`src/rtl/pll_lock_seq_if.sv`:
```
// Purpose: status/control bundle between the PLL lock sequencer and its surroundings.
// Latency: none (plain wires); all sequencer-driven fields are registered inside pll_lock_seq.
// Backpressure: none; level signals plus a single-cycle relock pulse.
// Ports (master = sequencer side):
//   pll_locked  in   raw PLL LOCK, asynchronous to the sequencer clock
//   req_relock  in   single-cycle request to restart the sequence
//   pll_rst     out  PLL reset, active-high
//   sys_rst     out  downstream reset, active-high
//   ready       out  PLL locked and qualified
//   fail        out  retries exhausted
//   retry_cnt   out  timeouts since last success or relock
//   lol_count   out  loss-of-lock events while running, saturating
interface pll_lock_seq_if;
  logic       pll_locked;
  logic       req_relock;
  logic       pll_rst;
  logic       sys_rst;
  logic       ready;
  logic       fail;
  logic [3:0] retry_cnt;
  logic [7:0] lol_count;

  modport master (
    input  pll_locked,
    input  req_relock,
    output pll_rst,
    output sys_rst,
    output ready,
    output fail,
    output retry_cnt,
    output lol_count
  );

  modport slave (
    output pll_locked,
    output req_relock,
    input  pll_rst,
    input  sys_rst,
    input  ready,
    input  fail,
    input  retry_cnt,
    input  lol_count
  );
endinterface

```
`src/rtl/pll_lock_seq.sv`:
```
// Purpose: reset/lock sequencer for the pixel-clock PLL with retry, fault latch and relock.
// Latency: lock loss reaches sys_rst within 3 edges (2 synchroniser + 1 FSM); outputs registered.
// Backpressure: none; req_relock is accepted on any cycle and always wins.
// Ports:
//   clk_25m  in  board reference clock (only clock)
//   rst_n    in  asynchronous active-low reset
//   bus      pll_lock_seq_if.master: pll_locked/req_relock in; pll_rst, sys_rst,
//            ready, fail, retry_cnt, lol_count out
module pll_lock_seq #(
  parameter int RST_CYCLES    = 16,
  parameter int LOCK_TIMEOUT  = 2500,
  parameter int STABLE_CYCLES = 256,
  parameter int MAX_RETRY     = 3,
  parameter int CNT_W         = 16
) (
  input  logic               clk_25m,
  input  logic               rst_n,
  pll_lock_seq_if.master     bus
);

  typedef enum logic [2:0] {
    RESET_HOLD = 3'd0,
    WAIT_LOCK  = 3'd1,
    STABLE     = 3'd2,
    RUN        = 3'd3,
    FAULT      = 3'd4
  } state_t;

  // Terminal timer values: each state compares against "cycles - 1" since the
  // timer starts at 0 on entry.
  localparam logic [CNT_W-1:0] RST_LAST    = CNT_W'(RST_CYCLES - 1);
  localparam logic [CNT_W-1:0] TO_LAST     = CNT_W'(LOCK_TIMEOUT - 1);
  localparam logic [CNT_W-1:0] STABLE_LAST = CNT_W'(STABLE_CYCLES - 1);
  localparam logic [3:0]       RETRY_MAX   = 4'(MAX_RETRY);

  state_t           state, nxt_state;
  logic [CNT_W-1:0] timer, nxt_timer;
  logic [3:0]       retry_q, nxt_retry;
  logic [7:0]       lol_q, nxt_lol;

  logic lock_meta, lock_s;

  logic pll_rst_q, sys_rst_q, ready_q, fail_q;

  // Two-flop synchroniser for the asynchronous PLL lock.
  always_ff @(posedge clk_25m or negedge rst_n) begin
    if (!rst_n) begin
      lock_meta <= 1'b0;
      lock_s    <= 1'b0;
    end else begin
      lock_meta <= bus.pll_locked;
      lock_s    <= lock_meta;
    end
  end

  // Next-state logic. Timer defaults to zero so every state change (and a
  // relock into RESET_HOLD) restarts it; only staying put advances it.
  always_comb begin
    nxt_state = state;
    nxt_timer = '0;
    nxt_retry = retry_q;
    nxt_lol   = lol_q;

    if (bus.req_relock) begin
      // Relock overrides a coincident timeout or lock loss: no counter bumps.
      nxt_state = RESET_HOLD;
      nxt_retry = '0;
    end else begin
      case (state)
        RESET_HOLD: begin
          if (timer == RST_LAST) nxt_state = WAIT_LOCK;
          else                   nxt_timer = timer + CNT_W'(1);
        end
        WAIT_LOCK: begin
          if (lock_s) begin
            nxt_state = STABLE;
          end else if (timer == TO_LAST) begin
            nxt_retry = retry_q + 4'd1;
            nxt_state = (nxt_retry == RETRY_MAX) ? FAULT : RESET_HOLD;
          end else begin
            nxt_timer = timer + CNT_W'(1);
          end
        end
        STABLE: begin
          if (!lock_s) begin
            // Glitch during qualification: fresh lock window, not a retry.
            nxt_state = WAIT_LOCK;
          end else if (timer == STABLE_LAST) begin
            nxt_state = RUN;
            nxt_retry = '0;
          end else begin
            nxt_timer = timer + CNT_W'(1);
          end
        end
        RUN: begin
          if (!lock_s) begin
            nxt_state = RESET_HOLD;
            if (lol_q != 8'hFF) nxt_lol = lol_q + 8'd1;
          end
        end
        FAULT: begin
          nxt_state = FAULT;
        end
        default: begin
          nxt_state = RESET_HOLD;
        end
      endcase
    end
  end

  // State and outputs share one register stage; outputs decode the next state
  // so they change on the same edge as the state, glitch-free.
  always_ff @(posedge clk_25m or negedge rst_n) begin
    if (!rst_n) begin
      state     <= RESET_HOLD;
      timer     <= '0;
      retry_q   <= '0;
      lol_q     <= '0;
      pll_rst_q <= 1'b1;
      sys_rst_q <= 1'b1;
      ready_q   <= 1'b0;
      fail_q    <= 1'b0;
    end else begin
      state     <= nxt_state;
      timer     <= nxt_timer;
      retry_q   <= nxt_retry;
      lol_q     <= nxt_lol;
      pll_rst_q <= (nxt_state == RESET_HOLD) || (nxt_state == FAULT);
      sys_rst_q <= (nxt_state != RUN);
      ready_q   <= (nxt_state == RUN);
      fail_q    <= (nxt_state == FAULT);
    end
  end

  assign bus.pll_rst   = pll_rst_q;
  assign bus.sys_rst   = sys_rst_q;
  assign bus.ready     = ready_q;
  assign bus.fail      = fail_q;
  assign bus.retry_cnt = retry_q;
  assign bus.lol_count = lol_q;

endmodule

```
`src/flat_wrapper.sv`:
```
// flat-port wrapper written by rule: the top's interface ports become plain ports
module pll_lock_seq_flat 
#(
  parameter int RST_CYCLES    = 16,
  parameter int LOCK_TIMEOUT  = 2500,
  parameter int STABLE_CYCLES = 256,
  parameter int MAX_RETRY     = 3,
  parameter int CNT_W         = 16
)
  (clk_25m, rst_n, bus_pll_locked, bus_req_relock, bus_pll_rst, bus_sys_rst, bus_ready, bus_fail, bus_retry_cnt, bus_lol_count);
  pll_lock_seq_if bus_i ();
  input  logic clk_25m;
  input  logic rst_n;
  input wire logic [$bits(bus_i.pll_locked)-1:0] bus_pll_locked;
  input wire logic [$bits(bus_i.req_relock)-1:0] bus_req_relock;
  output wire logic [$bits(bus_i.pll_rst)-1:0] bus_pll_rst;
  output wire logic [$bits(bus_i.sys_rst)-1:0] bus_sys_rst;
  output wire logic [$bits(bus_i.ready)-1:0] bus_ready;
  output wire logic [$bits(bus_i.fail)-1:0] bus_fail;
  output wire logic [$bits(bus_i.retry_cnt)-1:0] bus_retry_cnt;
  output wire logic [$bits(bus_i.lol_count)-1:0] bus_lol_count;
  assign bus_i.pll_locked = bus_pll_locked;
  assign bus_i.req_relock = bus_req_relock;
  assign bus_pll_rst = bus_i.pll_rst;
  assign bus_sys_rst = bus_i.sys_rst;
  assign bus_ready = bus_i.ready;
  assign bus_fail = bus_i.fail;
  assign bus_retry_cnt = bus_i.retry_cnt;
  assign bus_lol_count = bus_i.lol_count;
  pll_lock_seq #(.RST_CYCLES(RST_CYCLES), .LOCK_TIMEOUT(LOCK_TIMEOUT), .STABLE_CYCLES(STABLE_CYCLES), .MAX_RETRY(MAX_RETRY), .CNT_W(CNT_W)) u_core (.clk_25m(clk_25m), .rst_n(rst_n), .bus(bus_i));
endmodule
```
`config.mk`:
```
export PLATFORM = sky130hd
export DESIGN_NAME = pll_lock_seq_flat
export DESIGN_NICKNAME = d
export VERILOG_FILES = /design/src/rtl/pll_lock_seq_if.sv /design/src/rtl/pll_lock_seq.sv /design/src/flat_wrapper.sv
export SDC_FILE = /design/constraint.sdc
export NUM_CORES = 1
export LEC_CHECK = 0
export BUFFER_PORTS_ARGS = -buffer_cell sky130_fd_sc_hd__buf_2
export CAP_MARGIN = 0
export CORE_AREA = 2 2 60 62
export DETAILED_ROUTE_END_ITERATION = 10
export DIE_AREA = 0 0 62 64
export PLACE_DENSITY = 0.8
export SLEW_MARGIN = 20
export SYNTH_ARGS = -nofsm -noshare
export SYNTH_HDL_FRONTEND = slang
export SYNTH_SLANG_ARGS = --single-unit
```
`constraint.sdc`:
```
create_clock -name clk_25m -period 6.64 [get_ports clk_25m]
set_input_delay 0.996 -clock clk_25m [delete_from_list [all_inputs] [get_ports clk_25m]]
set_output_delay 0.996 -clock clk_25m [all_outputs]
set_load 0.005 [all_outputs]
```
==> impl_metrics.yaml, run 1 <==
outcome:
  status: "finished clean"
finish:
  layout-drive-gt1-share: 0.195
  syn_to_final_growth_pct: 10.1
  num-fill-cells: 257
  diodes: 0
  multiInputGateArea_um2: 955
  final_nets: 222
  design_area_mm2: 0.00216
  regArea_um2: 928
clock_tree:
  hold_buffers: 0
  post-cts-setup-buffers: 0
  cts_tree: "yes"
  root_buffer: "clkbuf_4"
  clock_latency_ps: 340
  cts_max_path_buffers: 2
  htreeDepth: 2
  cts_sinks: 37
  ctsResizeCount: 0
  cts_made_buffers: 5
  clk_pin_slew_ps: 110
sta:
  rsz0062_at_grt: "false"
  finalSetupViolations: 0
  tightestPinTransition_ps: 789
  hold_viol: 0
  layout_setup_ws_ps: 4210
  fmax_mhz: 411
  tns_ps: 0
  drv_slew: 0
  min_period_ps: 2430
  finClkSkew_ps: 7.46
  period_share: 0.367
  slew_headroom: 0.474
yosys:
  yosys.area_share.simple: 0.221
  synthAdderAreaFrac: 0.0255
  syn_nets: 204
  syn_area_mm2: 0.00196
  synth_mux_area_frac: 0.00574
  async_reset_ff_frac: 1.00
  synth_compound_area_frac: 0.138
  synth-seq-cells: 37
  syn_inst: 196
  synth_most_common_cell: "dfrtp_1"
  synth_xor_area_frac: 0.0938
  synth_edf_count: 0
  synth_top_family_by_area: "simple AND/OR/NAND/NOR gates"
  yosysTopAreaCellShare: 0.447
  avgSynthCellArea_um2: 10.0
  yosys.area.top_type: "dfrtp_1"
  synth_ff_type: "dfrtp_1"
  ys_seq_area_frac: 0.474
  synthTopCellsByCount: "dfrtp_1, nand3_1, a21oi_1"
  synth_area_leaders: "dfrtp_1, xnor2_1, nand3_1"
  yosysWarnings: 0
  synthDistinctLibCells: 46
flow_run:
  cap_violations: 0
floorplanning:
  die-area_mm2: 0.00397
  top_level_ports: 20
  row_count: 21
  core_mm2: 0.00328
  die_w_um: 62
  initial_utilization: 0.597
  die_h_um: 64
route:
  vias_per_cell: 6.09
  ant_nets: 0
  drtIter0Drc: 114
  drc: 0
  routed_wl_um: 3980
  vias: 1589
  firstDrtPassIters: 4
  wl_per_cell_um: 15.3
global_route:
  track_usage: 0.225
  grt_max_degree: 38
  grt_pass1_vias: 1580
  grt_pass1_wl_um: 6640
  antenna_found_initial: 0
  overflow: 0
placed_design:
  hpwlAfterDp_um: 2770
  gp_congestion: 0.842
  place_ws_ps: 3870
  io_buffers: 19
  placed_area_mm2: 0.00206
hold_path:
  hold_class: "reg2reg"
setup_path:
  worst_setup_path_start_kind: "input port"
  critPathMaxFanout: 9
  worstPathArrival_ps: 2690
  cp-end-kind: "register"
  cp_data_required_time_ps: 6890
  worstSetupPathType: "in2reg"
power:
  power_density_mw_per_mm2: 214
  p_leak_nw: 0.924
  max-vdd-ir-drop_v: 0.000146
==> through the flow <==
stage / power, mW / utilization / hold slack (ps) / std cells
2_1_floorplan: 0.288 / - / 331 / 196
3_3_place_gp: 0.300 / 0.628 / 335 / 252
3_5_place_dp: 0.303 / 0.628 / 336 / 252
4_1_cts: 0.465 / 0.654 / 361 / 260
5_1_grt: 0.484 / 0.657 / 362 / 261
6_report: 0.462 / 0.657 / 360 / 261
==> where the power goes <==
part           internal (mW)  switching, mW
Sequential             0.236         0.0172
Combinational         0.0167         0.0306
Clock                 0.0899         0.0725
==> routing by layer <==
layer / routed length [um] / vias up / track usage
met5: 0 / - / 0
li1: - / 761 / -
met4: 78 / 0 / 0.101
met3: 153 / 6 / 0.0628
met1: 1690 / 789 / 0.264
met2: 2060 / 33 / 0.368
==> worst paths after layout <==
path / start / endpoint / slack [ps] / cells after the start
min: u_core.lock_meta / u_core.lock_s / 360 / 0
max: bus_req_relock / u_core.timer[15] / 4210 / 6
min reg2reg: u_core.lock_meta / u_core.lock_s / 360 / 0
max in group asynchronous: rst_n / u_core.bus.retry_cnt[3] / 5410 / 1
max reg2reg: u_core.timer[2] / u_core.timer[15] / 4240 / 5
min in group asynchronous: rst_n / u_core.bus.fail / 720 / 1
==> cell type report <==
class                   count  share of cell area
clock buffers               7              0.0255
clock inverters             1              0.0139
inverters                   8              0.0139
multi-input cells         142               0.442
flip-flops and latches     37               0.430
well taps                  46              0.0267
repair buffers             20              0.0475
==> sequential cells by signal, indices dropped and copies added, names as in the netlist <==
register and count:
u_core.bus.lol_count 8, u_core.bus.sys_rst 1, u_core.lock_meta 1, u_core.bus.fail 1
u_core.timer 16, u_core.state 3, u_core.bus.pll_rst 1, u_core.bus.ready 1
u_core.bus.retry_cnt 4, u_core.lock_s 1
==> critical path, stage by stage <==
cell and delay (ps):
buf_2 140, or2_2 330, a2111oi_0 460, a22oi_1 310, buf_4 250, a22oi_1 190
==> layout by cell type (no fill, tap or decap), types with 2 or more instances in the layout <==
cell	instances
a2111oi_0	3
a211oi_1	2
a21oi_1	14
a22oi_1	3
a31o_2	4
a31oi_1	2
buf_2	19
clkbuf_4	5
dfrtp_1	35
dfstp_2	2
ha_1	4
inv_1	8
nand2_1	10
nand2b_1	2
nand3_1	16
nand4_1	5
nor2_1	8
nor3_1	5
nor4_1	12
o21ai_0	2
o41ai_1	2
or2_2	4
or3_1	3
xnor2_1	13
xor2_1	8
==> logic make-up after synthesis <==
kind of cell | Yosys count
AND/OR/NAND/NOR | 76
AO/OA/AOI/OAI | 40
flip-flops | 37
multiplexers | 1
adder cells (fa/ha/maj) | 4
XOR/XNOR | 21
buffers and inverters | 17
No activity file was read; power rests on OpenSTA's default activity.
==> run 2, diff against run 1 <==
Settings changed: ABC_AREA set to 1, CORE_AREA 2 2 60 62 to 2 2 65 67, DIE_AREA 0 0 62 64 to 0 0 67 69, PLACE_DENSITY 0.8 to 0.72.
Clock period 6.64 ns to 2.2 ns, I/O delays scaled along.
==> run 2 against run 1 <==
Sequential cell count is the same; clock skew shrank 4.5 ps; design area grew 2.5%; clock-buffer cell count shrank 1; total power grew to 2.9 times the previous value; die area grew 17%; non-clock buffer count shrank 1; worst hold slack lost 220 ps; critical endpoint unchanged.
==> impl_metrics.yaml, run 2 <==
floorplanning:
  die_h_um: 69
  top_level_ports: 20
  core_mm2: 0.00391
  die-area_mm2: 0.00462
  die_w_um: 67
  initial_utilization: 0.501
  row_count: 23
finish:
  final_common_cell: "nand2_1"
  regMostFlops: "u_core.timer"
  num-fill-cells: 380
  final_nets: 261
  stdcell_count: 304
  diodes: 0
  largest_reg_flops: 16
  layout-drive-gt1-share: 0.177
  final_util: 0.565
  syn_to_final_growth_pct: 12.9
  mostFrequentLayoutCells: "nand2_1, dfrtp_1, inv_1, nor2_1, buf_2"
clock_tree:
  cts_sinks: 37
  ctsResizeCount: 0
  root_buffer: "clkbuf_8"
  cts_made_buffers: 5
  cts_max_path_buffers: 2
  hold_buffers: 0
  clock_latency_ps: 280
  clk_pin_slew_ps: 70
  cts_tree: "yes"
  htreeDepth: 2
  post-cts-setup-buffers: 0
yosys:
  ys_seq_area_frac: 0.474
  yosysWarnings: 0
  syn_area_mm2: 0.00196
  synthDistinctLibCells: 27
  yosysTopAreaCellShare: 0.447
  avgSynthCellArea_um2: 8.52
  yosys.area.top_type: "dfrtp_1"
  synth_edf_count: 0
  synth_area_leaders: "dfrtp_1, nand2_1, xor2_1"
  synth_most_common_cell: "nand2_1"
  syn_inst: 230
  async_reset_ff_frac: 1.00
  syn_nets: 238
  synthTopCellsByCount: "nand2_1, dfrtp_1, inv_1, nor2_1, nand3_1"
  synth_ff_type: "dfrtp_1"
  synth-seq-cells: 37
global_route:
  antenna_found_initial: 0
  overflow: 0
  grt_max_degree: 38
  track_usage: 0.173
  grt_pass1_vias: 1417
  grt_pass1_wl_um: 6220
power:
  power_density_mw_per_mm2: 604
  p_leak_nw: 1.10
  power_mw: 1.34
  max-vdd-ir-drop_v: 0.000407
route:
  vias: 1470
  drtIter0Drc: 26
  wl_per_cell_um: 11.3
  ant_nets: 0
  vias_per_cell: 4.84
  drc: 0
  routed_wl_um: 3450
  firstDrtPassIters: 4
sta:
  finalSetupViolations: 0
  period_share: 0.793
  hold_viol: 0
  slew_headroom: 0.460
  min_period_ps: 1740
  finClkSkew_ps: 2.97
  rsz0062_at_grt: "false"
  fmax_mhz: 574
  drv_slew: 0
  tns_ps: 0
  layout_setup_ws_ps: 456
  tightestPinTransition_ps: 810
setup_path:
  cp_data_required_time_ps: 2370
  reg2reg_slack_ps: 460
  worstRegToRegCells: 7
  worstPathArrival_ps: 1910
  critPathMaxFanout: 15
  worstSetupPathType: "reg2reg"
  worst_setup_path_start_kind: "register"
  cp-end-kind: "register"
placed_design:
  hpwlAfterDp_um: 2580
  gp_congestion: 0.891
  io_buffers: 19
  place_ws_ps: 473
  dp_cells: 296
flow_run:
  cap_violations: 0
hold_path:
  hold_class: "in2async"
outcome:
  status: "finished clean"
run 2: cell types whose count changed in the layout (fill, tap and decap cells not counted), sizes merged, moves of 4 or more:
cell,change
nor4,-12
or2,-5
nand3,+4
inv,+21
xnor2,-4
a31o,-4
nand4,+6
xor2,+5
a21oi,-12
nand2,+37
nor2,+32
run 2: worst max-delay path, cell delays in order (launching register included):
cell and delay [ps]:
dfrtp_1 370, ha_1 270, nor3b_1 340, nand3_1 130
nand2_1 120, nand3_2 100, nand2_4 210, nor2_1 80
run 2: through the flow:
stage	area [um2]	hold WS (ps)
final	2210	135
after CTS	2210	136
after floorplan	1960	34.4
after global placement	2090	333
after global routing	2210	129
after detailed placement	2090	341
run 2: path summary, 6_finish.rpt:
check / startpoint / end
max in group asynchronous: rst_n / u_core.bus.lol_count[2]
max: u_core.timer[0] / u_core.timer[15]
min: rst_n / u_core.timer[13]
min in group clk_25m: bus_pll_locked / u_core.lock_meta
max reg2reg: u_core.timer[0] / u_core.timer[15]
min reg2reg: u_core.lock_meta / u_core.lock_s
run 2: cell families after synthesis:
logic type / after synthesis / synth area share
simple gates: 125 / 0.304
flops: 37 / 0.474
buf+inv: 32 / 0.0683
xor+xnor: 22 / 0.0983
compound gates: 10 / 0.0300
fa+ha+maj: 4 / 0.0255
run 2: power by group:
part,switching [mW],internal (mW)
Clock,0.234,0.368
Combinational,0.0309,0.0102
Sequential,0.00648,0.687
run 2: cell type report:
type	count	area [um2]	area share
Clock buffer	6	82.6	0.0373
Timing Repair Buffer	19	95.1	0.0430
Multi-Input combinational cell	161	897	0.406
Inverter	29	109	0.0492
Sequential cell	37	928	0.420
Clock inverter	2	37.5	0.0170
Tap cell	50	62.6	0.0283
run 2: layer usage:
layer | global-route usage | up-vias | part of all wire
li1 | - | 773 | -
met1 | 0.239 | 674 | 0.49
met2 | 0.252 | 18 | 0.46
met3 | 0.0457 | 5 | 0.033
met4 | 0.0816 | 0 | 0.012
met5 | 0 | - | 0
==> run 3, diff against run 2 <==
Clock period 2.2 ns to 1.6 ns, I/O delays scaled along.
==> run 3 against run 2 <==
Clock-buffer cell count decreased by 1; via count increased by 8.6%; largest cell class is now multi-input gates; cell count increased by 4.6%; first-iteration DRC count increased to 4.1 times the previous value; non-clock buffer count increased by 13; sequential power increased by 38%; largest power group unchanged; combinational power increased by 88%; total power increased by 38%; critical path depth increased by 1; highest routed layer unchanged.
==> impl_metrics.yaml, run 3 (synthesis results as in run 2) <==
route:
  drc: 0
  ant_nets: 0
  vias_per_cell: 5.02
  firstDrtPassIters: 4
  drtIter0Drc: 107
  routed_wl_um: 3950
  vias: 1596
  wl_per_cell_um: 12.4
finish:
  regArea_um2: 928
  diodes: 0
  final_common_cell: "nand2_1"
  regMostFlops: "u_core.timer"
  num-fill-cells: 355
  syn_to_final_growth_pct: 23.2
  largest_reg_flops: 16
  final_nets: 275
  multiInputGateArea_mm2: 0.00100
  mostFrequentLayoutCells: "nand2_1, dfrtp_1, inv_1"
  layout-drive-gt1-share: 0.276
power:
  p_comb_frac: 0.042
  p_leak_nw: 1.18
  max-vdd-ir-drop_v: 0.000518
  switching_share: 0.220
  switchingPower_uw: 405
  share_seq_of_total_power: 0.519
  power_density_mw_per_mm2: 763
  power_mw: 1.84
  p_int_mw: 1.44
  pwr-share-clk: 0.439
global_route:
  grt-busiest-layer: "met2"
  grt_pass1_wl_um: 6430
  use_met1: 0.227
  antenna_found_initial: 0
  track_usage: 0.183
  grt_max_degree: 38
  grt_use_met2: 0.295
  grt_pass1_vias: 1513
  overflow: 0
  met3_usage: 0.0506
placed_design:
  gp_congestion: 0.870
  place_ws_ps: -27.9
  hpwlAfterDp_um: 2720
  io_buffers: 19
sta:
  rsz0062_at_grt: "true"
  tns_ps: 0
  slew_headroom: 0.697
  min_period_ps: 1500
  fmax_mhz: 666
  layout_setup_ws_ps: 99.2
  finClkSkew_ps: 3.59
  period_share: 0.938
  tightestPinTransition_ps: 455
  whs_ps: 42.8
  finalSetupViolations: 0
  hold_viol: 0
  drv_slew: 0
floorplanning:
  top_level_ports: 20
  initial_utilization: 0.501
  die_w_um: 67
  die-area_mm2: 0.00462
  core_mm2: 0.00391
  die_h_um: 69
  row_count: 23
setup_path:
  worstSetupPathType: "reg2reg"
  worst_setup_path_start_kind: "register"
  reg2reg_slack_ps: 100
  worstPathArrival_ps: 1690
  reg2reg_from: "u_core.timer[1]"
  critPathMaxFanout: 8
  reg2reg_to: "u_core.timer[3]"
  cp_data_required_time_ps: 1790
  cp-end-kind: "register"
  worstRegToRegCells: 8
outcome:
  status: "finished clean"
clock_tree:
  clk_pin_slew_ps: 70
  root_buffer: "clkbuf_8"
  cts_made_buffers: 5
  cts_tree: "yes"
  clock_latency_ps: 300
  cts_max_path_buffers: 2
  cts_sinks: 37
  htreeDepth: 2
hold_path:
  hold_depth: 1
  hold_start: "bus_pll_locked"
  hold-path-endpoint: "u_core.lock_meta"
  hold_class: "in2reg"
flow_run:
  cap_violations: 0
## run 3: metal layers
layer,vias to the layer above,wire length (um)
met3,11,151
met4,0,78
met5,-,0
met2,31,1890
met1,748,1830
li1,806,-
## run 3: how the worst max path moves through the flow
stage                               start                to  slack [ps]
final                     u_core.timer[1]   u_core.timer[3]         100
after global routing      u_core.timer[1]   u_core.timer[3]         -30
after CTS                 u_core.timer[0]  u_core.timer[15]          30
after detailed placement  u_core.timer[0]  u_core.timer[15]         -30
after global placement    u_core.timer[0]  u_core.timer[15]          50
after floorplan           u_core.timer[0]  u_core.timer[11]         100
## run 3: layout make-up
type                       instances  area share
clock buffer                       5      0.0285
clock inverter                     3      0.0192
inverter                          29      0.0451
multi-input combinational        162       0.416
sequential                        37       0.384
tap                               50      0.0259
timing repair buffer              32      0.0808
## run 3: power groups by stage
| stage | combinational [mW] | clock (mW) | sequential, mW |
|---|---|---|---|
| after global placement | 0.0626 | 0 | 0.970 |
| final | 0.0771 | 0.809 | 0.956 |
| after global routing | 0.0896 | 0.877 | 0.957 |
| after floorplan | 0.0334 | 0 | 0.969 |
| after detailed placement | 0.0631 | 0 | 0.970 |
| after CTS | 0.0675 | 0.834 | 0.952 |
## run 3: through the flow
stage / instance area (um2) / util / instances
final: 2410 / 0.617 / 318
after global routing: 2410 / 0.617 / 318
after CTS: 2320 / 0.593 / 317
after detailed placement: 2180 / 0.558 / 308
after global placement: 2180 / 0.558 / 308
after floorplan: 1960 / - / 230
## run 3: critical path, stage by stage, from the launching register on
cell and delay [ps]:
dfrtp_1 400, ha_4 180, nand3_4 130, nor2_4 160
nand2_1 90, nand2_2 90, nand3_4 150, nand2_8 160
nor2_1 50
## run 3: timing repair
item | in CTS | in global routing
cloned | 0 | 1
setup buffers | 0 | 0
endpoints found under the hold margin | 35 | 0
pin swaps | 0 | 6
setup endpoints to repair | 15 | 27
gates resized for setup | 2 | 21
hold buffers | 1 | 0
